## src/rtl/pipe_hazard_ctrl_pkg.sv

```systemverilog
// Shared pipeline constants: hazard FSM states, operand-forwarding selects,
// field widths and a saturating counter helper.
package pipe_hazard_ctrl_pkg;

   localparam int REG_W = 5;
   localparam int CNT_W = 16;

   typedef enum logic [1:0] {
      ST_RUN      = 2'd0,
      ST_LU_STALL = 2'd1,
      ST_MEM_WAIT = 2'd2,
      ST_FLUSH    = 2'd3
   } state_e;

   // ALU operand source selects.
   localparam logic [1:0] FWD_RF    = 2'b00;  // register file
   localparam logic [1:0] FWD_EXMEM = 2'b01;  // EX/MEM result
   localparam logic [1:0] FWD_MEMWB = 2'b10;  // MEM/WB result

   // Increment that sticks at all-ones instead of wrapping.
   function automatic logic [CNT_W-1:0] sat_inc(input logic [CNT_W-1:0] v);
      return (v == {CNT_W{1'b1}}) ? v : v + 1'b1;
   endfunction

endpackage

```

## src/rtl/pipe_hazard_ctrl_if.sv

```systemverilog
// Bundle between the pipeline datapath (master) and the hazard controller
// (slave): register tags and controls in, stall/flush/forward controls out.
interface pipe_hazard_ctrl_if;
   import pipe_hazard_ctrl_pkg::*;

   logic [REG_W-1:0] id_rs, id_rt, ex_AW, mem_AW, wb_AW;
   logic             ex_regwrite, ex_memtoreg, mem_regwrite, wb_regwrite;
   logic             branch_taken, mem_req, mem_ready;
   logic             pc_en, buf1_en, buf2_en, buf3_en, buf4_en;
   logic             buf1_flush, buf2_flush;
   logic [1:0]       fwd_a, fwd_b;
   logic [CNT_W-1:0] stall_cnt, flush_cnt;

   modport master (
      output id_rs, id_rt, ex_AW, ex_regwrite, ex_memtoreg, mem_AW, mem_regwrite,
             wb_AW, wb_regwrite, branch_taken, mem_req, mem_ready,
      input  pc_en, buf1_en, buf2_en, buf3_en, buf4_en, buf1_flush, buf2_flush,
             fwd_a, fwd_b, stall_cnt, flush_cnt
   );

   modport slave (
      input  id_rs, id_rt, ex_AW, ex_regwrite, ex_memtoreg, mem_AW, mem_regwrite,
             wb_AW, wb_regwrite, branch_taken, mem_req, mem_ready,
      output pc_en, buf1_en, buf2_en, buf3_en, buf4_en, buf1_flush, buf2_flush,
             fwd_a, fwd_b, stall_cnt, flush_cnt
   );

endinterface

```

## src/rtl/pipe_hazard_ctrl_fwd_sel.sv

```systemverilog
// Operand forwarding select for one ALU source register. Purely combinational.
module fwd_sel
   import pipe_hazard_ctrl_pkg::*;
(
   input  logic [REG_W-1:0] src,
   input  logic [REG_W-1:0] mem_aw,
   input  logic             mem_regwrite,
   input  logic [REG_W-1:0] wb_aw,
   input  logic             wb_regwrite,
   output logic [1:0]       sel
);

   // Youngest producer wins; register 0 is hard-wired and never forwarded.
   always_comb begin
      // NOTE: default every output first so no path leaves it unassigned (no latch).
      sel = FWD_RF;
      if (src != '0 && mem_regwrite && mem_aw == src) begin
         sel = FWD_EXMEM;
      end else if (src != '0 && wb_regwrite && wb_aw == src) begin
         sel = FWD_MEMWB;
      end
   end

endmodule

```

## src/rtl/pipe_hazard_ctrl.sv

```systemverilog
// Pipeline hazard controller: load-use stall, memory wait, branch flush,
// operand forwarding and saturating stall/flush event counters.
module pipe_hazard_ctrl
   import pipe_hazard_ctrl_pkg::*;
(
   input logic                clk,
   input logic                rst_n,
   pipe_hazard_ctrl_if.slave  hz
);

   state_e           state_q, state_d;
   logic             pend_q, pend_d;
   logic [CNT_W-1:0] stall_cnt_q, stall_cnt_d;
   logic [CNT_W-1:0] flush_cnt_q, flush_cnt_d;
   logic             load_use, mem_stall;

   fwd_sel u_fwd_a (
      .src(hz.id_rs), .mem_aw(hz.mem_AW), .mem_regwrite(hz.mem_regwrite),
      .wb_aw(hz.wb_AW), .wb_regwrite(hz.wb_regwrite), .sel(hz.fwd_a)
   );

   fwd_sel u_fwd_b (
      .src(hz.id_rt), .mem_aw(hz.mem_AW), .mem_regwrite(hz.mem_regwrite),
      .wb_aw(hz.wb_AW), .wb_regwrite(hz.wb_regwrite), .sel(hz.fwd_b)
   );

   assign load_use  = hz.ex_memtoreg & hz.ex_regwrite & (hz.ex_AW != '0) &
                      ((hz.ex_AW == hz.id_rs) | (hz.ex_AW == hz.id_rt));
   assign mem_stall = hz.mem_req & ~hz.mem_ready;

   // Next state; a branch seen while memory-stalled is parked in pend until RUN.
   always_comb begin
      state_d = state_q;
      pend_d  = pend_q;
      case (state_q)
         ST_RUN, ST_LU_STALL: begin
            if (mem_stall) begin
               state_d = ST_MEM_WAIT;
            end else if (hz.branch_taken || pend_q) begin
               state_d = ST_FLUSH;
               pend_d  = 1'b0;
            end else if (load_use) begin
               state_d = ST_LU_STALL;
            end else begin
               state_d = ST_RUN;
            end
         end
         ST_MEM_WAIT: begin
            pend_d = pend_q | hz.branch_taken;
            if (hz.mem_ready) state_d = ST_RUN;
         end
         ST_FLUSH: state_d = ST_RUN;  // any load-use is inside the squashed slot
         default:  state_d = ST_RUN;
      endcase
   end

   // Moore control outputs decoded from the current state.
   always_comb begin
      hz.pc_en      = 1'b1;
      hz.buf1_en    = 1'b1;
      hz.buf2_en    = 1'b1;
      hz.buf3_en    = 1'b1;
      hz.buf4_en    = 1'b1;
      hz.buf1_flush = 1'b0;
      hz.buf2_flush = 1'b0;
      case (state_q)
         ST_LU_STALL: begin
            hz.pc_en      = 1'b0;
            hz.buf1_en    = 1'b0;
            hz.buf2_flush = 1'b1;
         end
         ST_MEM_WAIT: begin
            hz.pc_en   = 1'b0;
            hz.buf1_en = 1'b0;
            hz.buf2_en = 1'b0;
            hz.buf3_en = 1'b0;
            hz.buf4_en = 1'b0;
         end
         ST_FLUSH: begin
            hz.buf1_flush = 1'b1;
            hz.buf2_flush = 1'b1;
         end
         default: ;
      endcase
   end

   // Event counters advance once per cycle spent in the counted states.
   always_comb begin
      stall_cnt_d = stall_cnt_q;
      flush_cnt_d = flush_cnt_q;
      if (state_q == ST_LU_STALL || state_q == ST_MEM_WAIT) stall_cnt_d = sat_inc(stall_cnt_q);
      if (state_q == ST_FLUSH) flush_cnt_d = sat_inc(flush_cnt_q);
   end

   // State register; async reset abandons any stall or pending flush.
   always_ff @(posedge clk or negedge rst_n) begin
      if (!rst_n) begin
         state_q     <= ST_RUN;
         pend_q      <= 1'b0;
         stall_cnt_q <= '0;
         flush_cnt_q <= '0;
      end else begin
         // NOTE: non-blocking so every flop samples pre-edge values.
         state_q     <= state_d;
         pend_q      <= pend_d;
         stall_cnt_q <= stall_cnt_d;
         flush_cnt_q <= flush_cnt_d;
      end
   end

   assign hz.stall_cnt = stall_cnt_q;
   assign hz.flush_cnt = flush_cnt_q;

endmodule

```

## src/flat_wrapper.sv

```systemverilog
// flat-port wrapper written by rule: the top's interface ports become plain ports
module pipe_hazard_ctrl_flat import pipe_hazard_ctrl_pkg::*;
  (clk, rst_n, hz_id_rs, hz_id_rt, hz_ex_AW, hz_ex_regwrite, hz_ex_memtoreg, hz_mem_AW, hz_mem_regwrite, hz_wb_AW, hz_wb_regwrite, hz_branch_taken, hz_mem_req, hz_mem_ready, hz_pc_en, hz_buf1_en, hz_buf2_en, hz_buf3_en, hz_buf4_en, hz_buf1_flush, hz_buf2_flush, hz_fwd_a, hz_fwd_b, hz_stall_cnt, hz_flush_cnt);
  pipe_hazard_ctrl_if hz_i ();
  input logic clk;
  input logic rst_n;
  input wire logic [$bits(hz_i.id_rs)-1:0] hz_id_rs;
  input wire logic [$bits(hz_i.id_rt)-1:0] hz_id_rt;
  input wire logic [$bits(hz_i.ex_AW)-1:0] hz_ex_AW;
  input wire logic [$bits(hz_i.ex_regwrite)-1:0] hz_ex_regwrite;
  input wire logic [$bits(hz_i.ex_memtoreg)-1:0] hz_ex_memtoreg;
  input wire logic [$bits(hz_i.mem_AW)-1:0] hz_mem_AW;
  input wire logic [$bits(hz_i.mem_regwrite)-1:0] hz_mem_regwrite;
  input wire logic [$bits(hz_i.wb_AW)-1:0] hz_wb_AW;
  input wire logic [$bits(hz_i.wb_regwrite)-1:0] hz_wb_regwrite;
  input wire logic [$bits(hz_i.branch_taken)-1:0] hz_branch_taken;
  input wire logic [$bits(hz_i.mem_req)-1:0] hz_mem_req;
  input wire logic [$bits(hz_i.mem_ready)-1:0] hz_mem_ready;
  output wire logic [$bits(hz_i.pc_en)-1:0] hz_pc_en;
  output wire logic [$bits(hz_i.buf1_en)-1:0] hz_buf1_en;
  output wire logic [$bits(hz_i.buf2_en)-1:0] hz_buf2_en;
  output wire logic [$bits(hz_i.buf3_en)-1:0] hz_buf3_en;
  output wire logic [$bits(hz_i.buf4_en)-1:0] hz_buf4_en;
  output wire logic [$bits(hz_i.buf1_flush)-1:0] hz_buf1_flush;
  output wire logic [$bits(hz_i.buf2_flush)-1:0] hz_buf2_flush;
  output wire logic [$bits(hz_i.fwd_a)-1:0] hz_fwd_a;
  output wire logic [$bits(hz_i.fwd_b)-1:0] hz_fwd_b;
  output wire logic [$bits(hz_i.stall_cnt)-1:0] hz_stall_cnt;
  output wire logic [$bits(hz_i.flush_cnt)-1:0] hz_flush_cnt;
  assign hz_i.id_rs = hz_id_rs;
  assign hz_i.id_rt = hz_id_rt;
  assign hz_i.ex_AW = hz_ex_AW;
  assign hz_i.ex_regwrite = hz_ex_regwrite;
  assign hz_i.ex_memtoreg = hz_ex_memtoreg;
  assign hz_i.mem_AW = hz_mem_AW;
  assign hz_i.mem_regwrite = hz_mem_regwrite;
  assign hz_i.wb_AW = hz_wb_AW;
  assign hz_i.wb_regwrite = hz_wb_regwrite;
  assign hz_i.branch_taken = hz_branch_taken;
  assign hz_i.mem_req = hz_mem_req;
  assign hz_i.mem_ready = hz_mem_ready;
  assign hz_pc_en = hz_i.pc_en;
  assign hz_buf1_en = hz_i.buf1_en;
  assign hz_buf2_en = hz_i.buf2_en;
  assign hz_buf3_en = hz_i.buf3_en;
  assign hz_buf4_en = hz_i.buf4_en;
  assign hz_buf1_flush = hz_i.buf1_flush;
  assign hz_buf2_flush = hz_i.buf2_flush;
  assign hz_fwd_a = hz_i.fwd_a;
  assign hz_fwd_b = hz_i.fwd_b;
  assign hz_stall_cnt = hz_i.stall_cnt;
  assign hz_flush_cnt = hz_i.flush_cnt;
  pipe_hazard_ctrl u_core (.clk(clk), .rst_n(rst_n), .hz(hz_i));
endmodule
```

## config.mk

```make
export PLATFORM = sky130hd
export DESIGN_NAME = pipe_hazard_ctrl_flat
export DESIGN_NICKNAME = d
export VERILOG_FILES = /design/src/rtl/pipe_hazard_ctrl_pkg.sv /design/src/rtl/pipe_hazard_ctrl_if.sv /design/src/rtl/pipe_hazard_ctrl_fwd_sel.sv /design/src/rtl/pipe_hazard_ctrl.sv /design/src/flat_wrapper.sv
export SDC_FILE = /design/constraint.sdc
export NUM_CORES = 1
export LEC_CHECK = 0
export CORE_MARGIN = 4
export CORE_UTILIZATION = 25
export CTS_BUF_LIST = sky130_fd_sc_hd__clkbuf_4 sky130_fd_sc_hd__clkbuf_8
export DETAILED_ROUTE_END_ITERATION = 16
export PLACE_DENSITY = 0.52
export SLEW_MARGIN = 20
export SYNTH_ARGS = -nofsm -noshare
export SYNTH_HDL_FRONTEND = slang
export SYNTH_SLANG_ARGS = --single-unit
```

## constraint.sdc

```tcl
create_clock -name clk -period 3.2 [get_ports clk]
set_input_delay 0.8 -clock clk [delete_from_list [all_inputs] [get_ports clk]]
set_output_delay 0.8 -clock clk [all_outputs]
set_load 0.01 [all_outputs]
```

**Word-level counts from Yosys, hierarchy flattened**

Cells that the tools add are included.
Widths: inputs -> output; s select.

- ROM bits: 0
- Memory bits (writable): 0
- Memories kept: 0
- Bits of input ports: 34
- Word-level logic and storage cells: 66
- Bits in latches: 0
- Register bits after elaboration: 35
- Output and inout bits: 43

- Multiply operators: 0
- $add $sub $neg: 2
- Reduce and logical (&&, ||, !) cells: 21
- $lt $le $gt $ge: 0
- Muxes and demuxes: 16
- Eq/ne operators: 14
- Div/mod/pow operators: 0
- Shift-type cells: 0
- Bitwise logic cells: 9

Operators with widths:

| cell | number |
|---|---|
| $add 16x1->16 const B | 2 |
| $eq 16x16->1 const B | 2 |
| $eq 5x5->1 | 6 |
| $reduce_bool 5->1 | 3 |
| $mux 2 | 7 |
| $logic_and 1x1->1 | 8 |
| $mux 1 | 7 |
| $pmux 2 s3 | 1 |
| $reduce_or 2->1 | 3 |
| $and 1x1->1 | 4 |
| $eq 2x2->1 const B | 2 |
| $ne 2x2->1 const B | 2 |
| $reduce_and 2->1 | 2 |
| $not 1->1 | 3 |
| $reduce_and 3->1 | 1 |
| $eq 2x1->1 const B | 1 |
| $logic_not 2->1 | 1 |
| $logic_or 1x1->1 | 2 |
| $ne 2x1->1 const B | 1 |
| $or 1x1->1 | 2 |
| $pmux 1 s2 | 1 |
| $reduce_bool 2->1 | 1 |

**Depth between registers and ports, before layout**

- Depth in word-level cells: 7
- Depth in mapped cells: 6
- Mapped depth without buffers: 6

**By module**

A second synthesis with hierarchy kept.

- Cells, all modules: 232
- Area total of the unflattened synthesis: 2314.7 um^2

By module, submodules not included:

| module | times used | cells an instance | sequential area each (um^2) | area each (um^2) |
|---|---|---|---|---|
| pipe_hazard_ctrl | 1 | 196 | 875.8 | 2037.0 |
| fwd_sel | 2 | 18 | 0.0 | 138.9 |

**Worst setup path before layout**

OpenSTA, ideal clock, no wires.

- Path type: in2out
- Start point: input port hz_id_rs[1]
- End point: output port hz_fwd_a[1]
- Stages on the path: 4
- Arrival time: 1.909 ns
- Path slack: 0.491 ns
- Path through: or4_1 -> nor2_2 -> nor4_1 -> nor4_2

- Longest elaborated chain between the ends: 5
- Elaborated cells between the ends (all ways): 9

RTL lines:

| item | RTL line | source |
|---|---|---|
| start, declared | flat_wrapper.sv:7 | `input wire logic [$bits(hz_i.id_rs)-1:0] hz_id_rs;` |
| $reduce_bool 5->1 | pipe_hazard_ctrl_fwd_sel.sv:17, pipe_hazard_ctrl_fwd_sel.sv:19 |  |
| $logic_and 1x1->1 (2 in a row) | pipe_hazard_ctrl_fwd_sel.sv:19 | `end else if (src != '0 && wb_regwrite && wb_aw == src) begin` |
| $mux 2 | pipe_hazard_ctrl_fwd_sel.sv:19 |  |
| $mux 2 * | pipe_hazard_ctrl_fwd_sel.sv:17 | `if (src != '0 && mem_regwrite && mem_aw == src) begin` |
| end, declared | flat_wrapper.sv:26 | `output wire logic [$bits(hz_i.fwd_a)-1:0] hz_fwd_a;` |

Every way passes the cells marked *; elsewhere a longest branch is shown, timed or not.

**Final worst setup path**

Ends and elaborated chain as after synthesis.

==> summary.md <==
| Metric | Value |
|---|---|
| Core Region | `8810 sq um` |
| Clock sink count | `35` |
| EDFF count, synth | `0` |
| Area delta synth->final | `45.2%` |
| Clock Tree Buf Depth | `2` |
| Cell Rows | `34` |
| Wire length on met2 | `2.93 mm` |
| R2R depth | `5` |
| Post-Syn Area | `2280 sq um` |
| Synthesis Warnings | `0` |
| Diode count | `0` |
| GR Util All Layers | `0.116` |
| Worst Tran Pin Value | `0.809 ns` |
| Clk slew on worst S/H paths | `0.07 ns` |
| Distinct cells, synth | `46` |
| Fin. max-slew vios | `0` |
| Pre-antenna DRT Iters | `4` |
| Leakage power | `1.38 nW` |
| Req. time, crit path | `2.40 ns` |
| Sequential area share after synthesis | `0.384` |
| Die H | `104 microns` |
| Layout cells sized above 1 | `0.135` |
| CTS tree | `done` |
| DR DRC count | `0` |
| Worst clock skew | `0.00515 ns` |
| M1 WL | `3.05 mm` |
| CP Class | `input pin to output pin` |
| Port bufs | `76` |
| Hold Path Cell Cnt | `1` |
| WL met3 | `292 microns` |
| Mapped Cells | `229` |
| Vias in the first global route | `2059` |
| Clk_lat worst skew | `0.28 ns` |
| GR Overflow Total | `0` |
| Vias | `2024` |
| Num CTS Buffers | `5` |
| DIE AREA | `10700 sq um` |
| Hold Path Class | `register to register` |
| Final nets | `358` |
| FMAX | `0.313 GHz` |
| First-pass GRT wire length | `10.3 mm` |
| I/O pins | `77` |
| Initial antenna violation count | `0` |
| DRT Wirelength | `6.37 mm` |
| Critical Path AT | `2.40 ns` |
| Final HPWL DP | `4.90 mm` |
| Fillcell total | `881` |
| Vias per inst | `4.75` |
| Fin crit share | `0.998` |
| Crit-path max FO | `2` |
| Post-DR wirelength/cell | `15.0 microns` |
| Post-route minimum period | `3.20 ns` |
| RSZ-0062 raised after global routing | `true` |
| Fin Hold WS | `0.508 ns` |
| CP endpoint kind | `output pin` |
| DRT antenna net count | `0` |
| Seq cells post-synth | `35` |
| Main flop type after synthesis | `dfrtp_1` |
| Final hold vios | `0` |
| Post-Syn Nets | `269` |
| DRT iter0 DRCs | `48` |
| Max Cap Viol | `0` |
| Avg Cell Area, Syn | `9.97 sq um` |
| Largest net degree at the start of global routing | `36` |
| PwrDens | `561 nW/um^2` |
| Clk root buf | `clkbuf_8` |
| Top Metal Used | `met4` |
| GPL Wtd Cong | `0.853` |
| Initial Util | `0.259` |
| Startpoint type of the worst setup path | `input pin` |
| Total negative slack | `0 ns` |
| Async S/R FF share, synth | `1.00` |
| VDD IR max | `0.307 mV` |
| Post-CTS Setup Inserts | `0` |
| Final Setup Violations | `0` |
| Status | `complete, no violations` |
| Slew margin rel. | `0.461` |
| Die width | `104 microns` |
| Htree depth | `2` |
[worst max-delay path, stage by stage]
cell and delay (ns):
clkdlybuf4s50_1 0.43, or4_4 0.56, nor2_4 0.13, nor4_2 0.06
nor4_2 0.24, buf_2 0.17
[repair_timing]
| item | in CTS | in global routing |
|---|---|---|
| cloned | 0 | 0 |
| resized for setup | 11 | 3 |
| setup endpoints to repair | 4 | 2 |
| pin swaps | 0 | 5 |
| hold buffers | 0 | 0 |
[per-stage QoR]
step                power [mW]   util  setup slack [ns]  cells  area [sq um]
global route              2.00  0.376           -0.0200    426          3310
finish                    1.86  0.376           0.00494    426          3310
global placement          1.54  0.365            -0.381    419          3220
floorplan                 1.13      -             0.491    229          2280
CTS                       1.89  0.376           -0.0839    426          3310
detailed placement        1.55  0.365            -0.412    419          3220
[state kept, by name, indices dropped and copies added (netlist names)]
register / flops
u_core.hz.stall_cnt: 16
u_core.pend_q: 1
u_core.state_q: 2
u_core.hz.flush_cnt: 16
[final timing paths]
path / startpoint / to / slack [ns]
min in group asynchronous: rst_n / u_core.hz.flush_cnt[14] / 0.60
min reg2reg: u_core.hz.stall_cnt[10] / u_core.hz.stall_cnt[10] / 0.51
max in group asynchronous: rst_n / u_core.hz.flush_cnt[15] / 2.08
max: hz_id_rs[1] / hz_fwd_a[1] / 0.005
max reg2reg: u_core.state_q[0] / u_core.hz.flush_cnt[11] / 1.21
min: u_core.hz.stall_cnt[10] / u_core.hz.stall_cnt[10] / 0.51
[layer usage]
metal,GRT usage,vias to the layer above
met1,0.153,959
met5,0,-
met3,0.0348,11
met2,0.189,42
met4,0.0275,0
li1,-,1012
[logic make-up after synthesis]
kind of cell / share of synthesized area
xor gates and xnor gates: 0.196
muxes: 0.0214
and+or+nand+nor: 0.253
AOI/OAI and AO/OA: 0.0855
buffers and inverters: 0.0285
DFF: 0.384
adders and majority gates: 0.0329
[layout by cell type, fill, tap and decap left out, types with 2 or more instances in the layout]
master | synthesis | final
a21oi_1 | 12 | 12
a31oi_1 | 3 | 3
a41oi_1 | 4 | 4
and2_1 | 2 | 2
and3_1 | 7 | 7
and4_1 | 3 | 3
buf_2 | 1 | 3
buf_4 | 3 | 11
clkbuf_8 | 0 | 6
clkdlybuf4s50_1 | 0 | 71
dfrtp_1 | 35 | 35
dlygate4sd2_1 | 0 | 2
ha_1 | 6 | 6
inv_1 | 7 | 7
mux2_1 | 2 | 2
nand2_1 | 13 | 13
nand2b_1 | 2 | 2
nand3_1 | 14 | 14
nand3_2 | 2 | 2
nand4_1 | 11 | 11
nor2_1 | 11 | 11
nor2b_1 | 2 | 2
nor3_1 | 3 | 3
nor4_1 | 7 | 5
nor4_2 | 4 | 6
xnor2_1 | 35 | 35
xor2_1 | 16 | 16
[where the power goes]
part / switching, mW / internal [mW] / total, mW
Sequential: 0.131 / 0.538 / 0.669
Combinational: 0.386 / 0.478 / 0.864
Clock: 0.156 / 0.169 / 0.325
Total: 0.673 / 1.18 / 1.86
[area by class of cell]
| class | count | area [sq um] | area share |
|---|---|---|---|
| sequential | 35 | 876 | 0.264 |
| inverter | 7 | 26.3 | 0.00793 |
| multi-input combinational | 182 | 1360 | 0.411 |
| timing repair buffer | 87 | 826 | 0.249 |
| clock inverter | 1 | 5.00 | 0.00151 |
| tap | 108 | 135 | 0.0408 |
| clock buffer | 6 | 82.6 | 0.0249 |
[cell usage after synthesis, drive strengths merged (2+ instances only)]
cell / n / area [sq um]
nor4: 11 / 93.8
and4: 4 / 37.5
inv: 7 / 26.3
or4: 2 / 15.0
and3: 8 / 51.3
nor2b: 2 / 12.5
a21oi: 12 / 60.1
buf: 5 / 38.8
xnor2: 35 / 307
nand4: 12 / 81.3
nand3: 16 / 90.1
a21o: 2 / 23.8
nand2b: 2 / 12.5
and2: 2 / 12.5
nor2: 13 / 53.8
a41oi: 4 / 35.0
nor4b: 2 / 23.8
nand2: 13 / 48.8
dfrtp: 35 / 876
a31oi: 3 / 18.8
nor3: 4 / 31.3
xor2: 16 / 140
mux2: 4 / 48.8
ha: 6 / 75.1
Note: power is estimated with default switching activity, not from simulation.
